`src/rtl/led_pattern_ctrl_if.sv`:
```
// LED pattern engine bus: mode select in, LED drive and status out.
interface led_pattern_ctrl_if #(
    parameter int LED_NUM = 4
);
    logic [2:0]         cntl;
    logic [LED_NUM-1:0] led;
    logic [2:0]         cur_mode;
    logic               step_tick;

    // Command side: drives the mode select, observes the LEDs and status.
    modport master (
        output cntl,
        input  led,
        input  cur_mode,
        input  step_tick
    );

    // Pattern engine side.
    modport slave (
        input  cntl,
        output led,
        output cur_mode,
        output step_tick
    );
endinterface

```
`src/rtl/led_pattern_ctrl.sv`:
```
// LED pattern engine: off / flash / run / bounce / breath / all-on patterns
// built from one shared step timer and one PWM generator. Every output is
// decoded from registered state only; a mode change restarts the pattern.
module led_pattern_ctrl #(
    parameter int LED_NUM        = 4,
    parameter int TICK_DIV       = 25_000_000,
    parameter int PWM_BITS       = 8,
    parameter int BREATH_PERIODS = 100
) (
    input  logic              sys_clk,
    input  logic              rst_n,
    led_pattern_ctrl_if.slave bus
);
    localparam int POS_W = (LED_NUM > 1) ? $clog2(LED_NUM) : 1;
    localparam int TICK_W = $clog2(TICK_DIV);
    localparam int BRC_W = (BREATH_PERIODS > 1) ? $clog2(BREATH_PERIODS) : 1;

    localparam logic [TICK_W-1:0]   TICK_LAST = TICK_W'(TICK_DIV - 1);
    localparam logic [POS_W-1:0]    POS_LAST  = POS_W'(LED_NUM - 1);
    localparam logic [PWM_BITS-1:0] DUTY_MAX  = '1;
    localparam logic [BRC_W-1:0]    BRC_LAST  = BRC_W'(BREATH_PERIODS - 1);
    localparam logic [LED_NUM-1:0]  LED_ONE   = LED_NUM'(1);

    localparam logic [2:0] MODE_OFF    = 3'd0;
    localparam logic [2:0] MODE_FLASH  = 3'd1;
    localparam logic [2:0] MODE_RUN    = 3'd2;
    localparam logic [2:0] MODE_BREATH = 3'd3;
    localparam logic [2:0] MODE_BOUNCE = 3'd4;
    localparam logic [2:0] MODE_ALLON  = 3'd5;

    // Direction encoding shared by the bounce position and the breath duty.
    localparam logic DIR_UP   = 1'b0;
    localparam logic DIR_DOWN = 1'b1;

    logic [2:0]          r_mode;
    logic [TICK_W-1:0]   r_tick_cnt;
    logic                r_phase;
    logic [POS_W-1:0]    r_pos;
    logic                r_dir;
    logic [PWM_BITS-1:0] r_duty;
    logic                r_dir_b;
    logic [PWM_BITS-1:0] r_pwm_cnt;
    logic [BRC_W-1:0]    r_breath_cnt;

    logic                w_step;
    logic                w_pwm_on;
    logic [LED_NUM-1:0]  w_led;

    assign w_step   = (r_tick_cnt == TICK_LAST);
    assign w_pwm_on = (r_pwm_cnt < r_duty);

    // Mode capture, step timer and per-pattern state; only the active pattern advances.
    always_ff @(posedge sys_clk or negedge rst_n) begin
        if (!rst_n) begin
            r_mode       <= MODE_OFF;
            r_tick_cnt   <= '0;
            r_phase      <= 1'b0;
            r_pos        <= '0;
            r_dir        <= DIR_UP;
            r_duty       <= '0;
            r_dir_b      <= DIR_UP;
            r_pwm_cnt    <= '0;
            r_breath_cnt <= '0;
        end else if (bus.cntl != r_mode) begin
            // New mode: restart everything, flash starts lit, no advance this edge.
            r_mode       <= bus.cntl;
            r_tick_cnt   <= '0;
            r_phase      <= 1'b1;
            r_pos        <= '0;
            r_dir        <= DIR_UP;
            r_duty       <= '0;
            r_dir_b      <= DIR_UP;
            r_pwm_cnt    <= '0;
            r_breath_cnt <= '0;
        end else begin
            r_tick_cnt <= w_step ? '0 : r_tick_cnt + 1'b1;
            case (r_mode)
                MODE_FLASH: begin
                    if (w_step) begin
                        r_phase <= ~r_phase;
                    end
                end
                MODE_RUN: begin
                    if (w_step) begin
                        r_pos <= (r_pos == POS_LAST) ? '0 : r_pos + 1'b1;
                    end
                end
                MODE_BOUNCE: begin
                    // A single LED has nowhere to bounce to, so pos stays at 0.
                    if (w_step && (LED_NUM > 1)) begin
                        if (r_dir == DIR_UP) begin
                            if (r_pos == POS_LAST) begin
                                r_dir <= DIR_DOWN;
                                r_pos <= r_pos - 1'b1;
                            end else begin
                                r_pos <= r_pos + 1'b1;
                            end
                        end else begin
                            if (r_pos == '0) begin
                                r_dir <= DIR_UP;
                                r_pos <= r_pos + 1'b1;
                            end else begin
                                r_pos <= r_pos - 1'b1;
                            end
                        end
                    end
                end
                MODE_BREATH: begin
                    r_pwm_cnt <= r_pwm_cnt + 1'b1;
                    // Duty only changes as pwm_cnt wraps, so each PWM period is clean.
                    if (r_pwm_cnt == DUTY_MAX) begin
                        if (r_breath_cnt == BRC_LAST) begin
                            r_breath_cnt <= '0;
                            if (r_dir_b == DIR_UP) begin
                                if (r_duty == DUTY_MAX) begin
                                    r_dir_b <= DIR_DOWN;
                                    r_duty  <= DUTY_MAX - 1'b1;
                                end else begin
                                    r_duty <= r_duty + 1'b1;
                                end
                            end else begin
                                if (r_duty == '0) begin
                                    r_dir_b <= DIR_UP;
                                    r_duty  <= {{(PWM_BITS-1){1'b0}}, 1'b1};
                                end else begin
                                    r_duty <= r_duty - 1'b1;
                                end
                            end
                        end else begin
                            r_breath_cnt <= r_breath_cnt + 1'b1;
                        end
                    end
                end
                default: begin
                end
            endcase
        end
    end

    // LED decode from registered state only; cntl never reaches led directly.
    always_comb begin
        w_led = '0;
        case (r_mode)
            MODE_FLASH:  w_led = {LED_NUM{r_phase}};
            MODE_RUN:    w_led = LED_ONE << r_pos;
            MODE_BOUNCE: w_led = LED_ONE << r_pos;
            MODE_BREATH: w_led = {LED_NUM{w_pwm_on}};
            MODE_ALLON:  w_led = '1;
            default:     w_led = '0;
        endcase
    end

    assign bus.led       = w_led;
    assign bus.cur_mode  = r_mode;
    assign bus.step_tick = w_step;

endmodule

```
`src/flat_wrapper.sv`:
```
// flat-port wrapper written by rule: the top's interface ports become plain ports
module led_pattern_ctrl_flat 
#(
    parameter int LED_NUM        = 4,
    parameter int TICK_DIV       = 25_000_000,
    parameter int PWM_BITS       = 8,
    parameter int BREATH_PERIODS = 100
)
  (sys_clk, rst_n, bus_cntl, bus_led, bus_cur_mode, bus_step_tick);
  led_pattern_ctrl_if #(.LED_NUM(LED_NUM)) bus_i ();
  input  logic sys_clk;
  input  logic rst_n;
  input wire logic [$bits(bus_i.cntl)-1:0] bus_cntl;
  output wire logic [$bits(bus_i.led)-1:0] bus_led;
  output wire logic [$bits(bus_i.cur_mode)-1:0] bus_cur_mode;
  output wire logic [$bits(bus_i.step_tick)-1:0] bus_step_tick;
  assign bus_i.cntl = bus_cntl;
  assign bus_led = bus_i.led;
  assign bus_cur_mode = bus_i.cur_mode;
  assign bus_step_tick = bus_i.step_tick;
  led_pattern_ctrl #(.LED_NUM(LED_NUM), .TICK_DIV(TICK_DIV), .PWM_BITS(PWM_BITS), .BREATH_PERIODS(BREATH_PERIODS)) u_core (.sys_clk(sys_clk), .rst_n(rst_n), .bus(bus_i));
endmodule
```
`config.mk`:
```
export PLATFORM = sky130hd
export DESIGN_NAME = led_pattern_ctrl_flat
export DESIGN_NICKNAME = d
export VERILOG_FILES = /design/src/rtl/led_pattern_ctrl_if.sv /design/src/rtl/led_pattern_ctrl.sv /design/src/flat_wrapper.sv
export SDC_FILE = /design/constraint.sdc
export NUM_CORES = 1
export LEC_CHECK = 0
export CAP_MARGIN = 20
export CORE_ASPECT_RATIO = 2
export CORE_MARGIN = 5
export CORE_UTILIZATION = 57
export CTS_BUF_LIST = sky130_fd_sc_hd__clkbuf_8
export DETAILED_ROUTE_END_ITERATION = 16
export HOLD_SLACK_MARGIN = 0.05
export PLACE_DENSITY = 0.78
export SLEW_MARGIN = 20
export SYNTH_ARGS = -nofsm -noshare
export SYNTH_HDL_FRONTEND = slang
export SYNTH_SLANG_ARGS = --single-unit
```
`constraint.sdc`:
```
create_clock -name sys_clk -period 1.8 [get_ports sys_clk]
set_input_delay 0.36 -clock sys_clk [delete_from_list [all_inputs] [get_ports sys_clk]]
set_output_delay 0.36 -clock sys_clk [all_outputs]
set_load 0.1 [all_outputs]
```
==> results.toml <==
[status]
status = "complete, but fails checks"
violations = "setup timing"

[synthesis]
yosysMostFrequentCell = "dfrtp_1"
synth_warnings = 0
muxShareOfSynthArea_pct = 0.865
synth_area_leaders = "dfrtp_1 (40%), ha_1 (6.5%), nor2_1 (5.5%), xor2_1 (5.3%), xnor2_1 (4.8%)"
synth_xor_area_share_pct = 10.1
synth_compound_area_share_pct = 11.3
synth_nets = 404
seq_area_frac_synth_pct = 40.4
ys_ff_latch = 56
synth_top_family_by_area = "simple AND/OR/NAND/NOR gates"
synth_top_area_share_pct = 40.4
synth-simple-area-share_pct = 26.6
synth-async-reset-ratio_pct = 100
ys.flop_type = "dfrtp_1"
synthCells = 381
synth-edff-count = 0
avgSynthCellArea_um2 = 9.11
synth.distinct_cells = 55
yosys.area_share.adder_pct = 6.49
synth_top_cell_by_area = "dfrtp_1"
synth_common_cells = "dfrtp_1 (56), nor2_1 (51), nand2_1 (25)"
netlist_area_um2 = 3470

[worst_setup_path]
crit_type = "register to output port"
cp-end-kind = "output port"
critPathLaunchType = "register"
reg2reg_from = "u_core.bus.cur_mode[2]"
r2r-end = "u_core.r_duty[5]"
endpoint = "bus_led[1]"
worstPathCellList = "ha_1 -> nor2b_1 -> o21ai_1 -> nand2_2 -> a22oi_2 -> buf_12"
crit_family = "flip-flops"
required_ns = 1.44
cp.depth = 6
rrSetupSlack_ns = -0.29
critPathBufInv = 1
cp-startpoint = "u_core.r_pwm_cnt[6]"
crit_arrival_ns = 2.04
slowest_stage = "dfrtp_1"
cp_slowest_stage_delay_ns = 0.43
reg2reg_depth = 9
crit_fanout = 4

[sta]
worstMarginPinSlew_ns = 0.533
relSlewSlack_pct = 63.9
setup_ws_ns = -0.597
rsz0062_at_grt = "true"
hold_violations = 0
tns_ns = -11.67
fmax_ghz = 0.417
fin_crit_sh_pct = 133
setup_viol = 52
holdWs_ns = 0.529
drv_slew = 0
final_period_minus_worst_setup_slack_ns = 2.40
worst_clock_skew_ns = 0.0113

[routing]
wl_per_cell_um = 23.5
firstDrtPassIters = 5
drt_iter0_markers = 366
vias = 3690
wl_um = 13000
ant_nets = 0
drc_errors = 0
viasPerCell = 6.67

[power_and_ir_drop]
p_clk_share_pct = 35.7
power_switching_w = 0.000690
internal-power_w = 0.00181
peakVddDrop_mv = 0.598
power.leakage_nw = 2.16
power_frac_seq_pct = 51.1
switching_share_pct = 27.6
combinationalPowerShare_pct = 13.2
power_density_nw_per_um2 = 492

[clock_tree]
h-tree-depth = 2
cts.sinks = 56
clk_latency_ns = 0.33
max-clock-path-buffers = 2
clk_pin_slew_ns = 0.11
cts-root-buf = "clkbuf_8"
cts_buffers = 5
cts_tree = "built"

[finish]
final_nets = 512
area_growth_pct = 46.3
num_antenna_cells = 0
drive_gt1_share_pct = 44.9

[place]
portBuffers = 12
gp_congestion = 0.888
dp_hpwl_um = 6690

[global_route]
grt_pass1_vias = 3685
grt_overflow = 0
grt.total_usage_pct = 28.0
grt_pass1_wl_um = 17000
grt_max_degree = 57
antenna_found_initial = 0

[floorplanning]
die_h_um = 120
start_util_pct = 58.3
die_w_um = 65.2
row_count = 40
die_area_um2 = 7850
core_area_um2 = 5960
pin_count = 13

[min_path]
hp-class = "primary input to asynchronous set/reset pin"

[run]
max-cap-violations = 0
[final cells by class]
class	instances	area, um^2
fill	250	876
sequential	56	1410
timing repair buffer	117	1060
clock inverter	3	47.5
inverter	14	52.6
tap	63	78.8
multi-input combinational	295	2360
clock buffer	5	68.8
[how the worst min path moves through the flow]
| stage | start | end | cells after the start |
|---|---|---|---|
| after floorplan | rst_n | u_core.r_breath_cnt[0] | 0 |
| after global placement | rst_n | u_core.r_duty[6] | 2 |
| after detailed placement | rst_n | u_core.r_duty[4] | 2 |
| after CTS | bus_cntl[2] | u_core.bus.cur_mode[2] | 1 |
| after global routing | bus_cntl[2] | u_core.bus.cur_mode[2] | 1 |
| final | rst_n | u_core.r_duty[4] | 3 |
[registers in the layout (all words and copies together), names as in the netlist]
name,count
u_core.bus.cur_mode,3
u_core.r_breath_cnt,7
u_core.r_dir,1
u_core.r_dir_b,1
u_core.r_duty,8
u_core.r_phase,1
u_core.r_pos,2
u_core.r_pwm_cnt,8
u_core.r_tick_cnt,25
[tightest hold or removal path, cell delays in order]
cell	delay, ns
dlygate4sd3_1	0.52
buf_2	0.12
buf_12	0.26
[power groups by stage]
stage	clock (W)	combinational, W	sequential (W)
2_1_floorplan	0	0.000145	0.00132
3_3_place_gp	0	0.000275	0.00130
3_5_place_dp	0	0.000281	0.00130
4_1_cts	0.000876	0.000301	0.00127
5_1_grt	0.000959	0.000346	0.00128
6_report	0.000892	0.000330	0.00128
[per-stage QoR]
stage | instance area [um^2] | total power [W] | setup slack [ns] | utilization [%] | std cells
global route | 5080 | 0.00258 | -0.691 | 85.3 | 553
finish | 5080 | 0.00250 | -0.597 | 85.3 | 553
CTS | 4760 | 0.00245 | -0.521 | 80.0 | 543
floorplan | 3600 | 0.00147 | -0.978 | - | 381
detailed placement | 4400 | 0.00158 | -0.280 | 73.9 | 524
global placement | 4400 | 0.00157 | -0.202 | 73.9 | 524
[repair_timing]
item / in CTS / in global routing
gates cloned: 3 / 0
pin swaps: 29 / 20
resized for setup: 39 / 62
endpoints found under the hold margin: 56 / 0
buffers inserted: 7 / 12
hold buffers: 1 / 0
endpoints found under the setup margin: 46 / 51
[layout by cell type (no fill, tap or decap), drive strengths merged, types with 9 or more instances in the layout]
master / instances
a21oi: 23
and3: 9
buf: 113
dfrtp: 56
ha: 18
inv: 14
nand2: 25
nand3: 23
nand4: 10
nor2: 51
nor3: 9
o21ai: 10
xnor2: 19
xor2: 21
[logic make-up after synthesis]
family          Yosys count
compound gates           61
flops                    56
simple gates            170
fa+ha+maj                18
xor+xnor                 40
buf+inv                  33
mux                       3
[routing by layer]
layer | share of wire (%) | up-vias | GRT usage, %
met5 | 0 | - | 0
met1 | 33 | 1799 | 26.5
met2 | 53 | 244 | 51.4
met3 | 5.8 | 95 | 4.55
li1 | - | 1552 | -
met4 | 7.3 | 0 | 21.2
No activity file was read; power rests on OpenSTA's default activity.
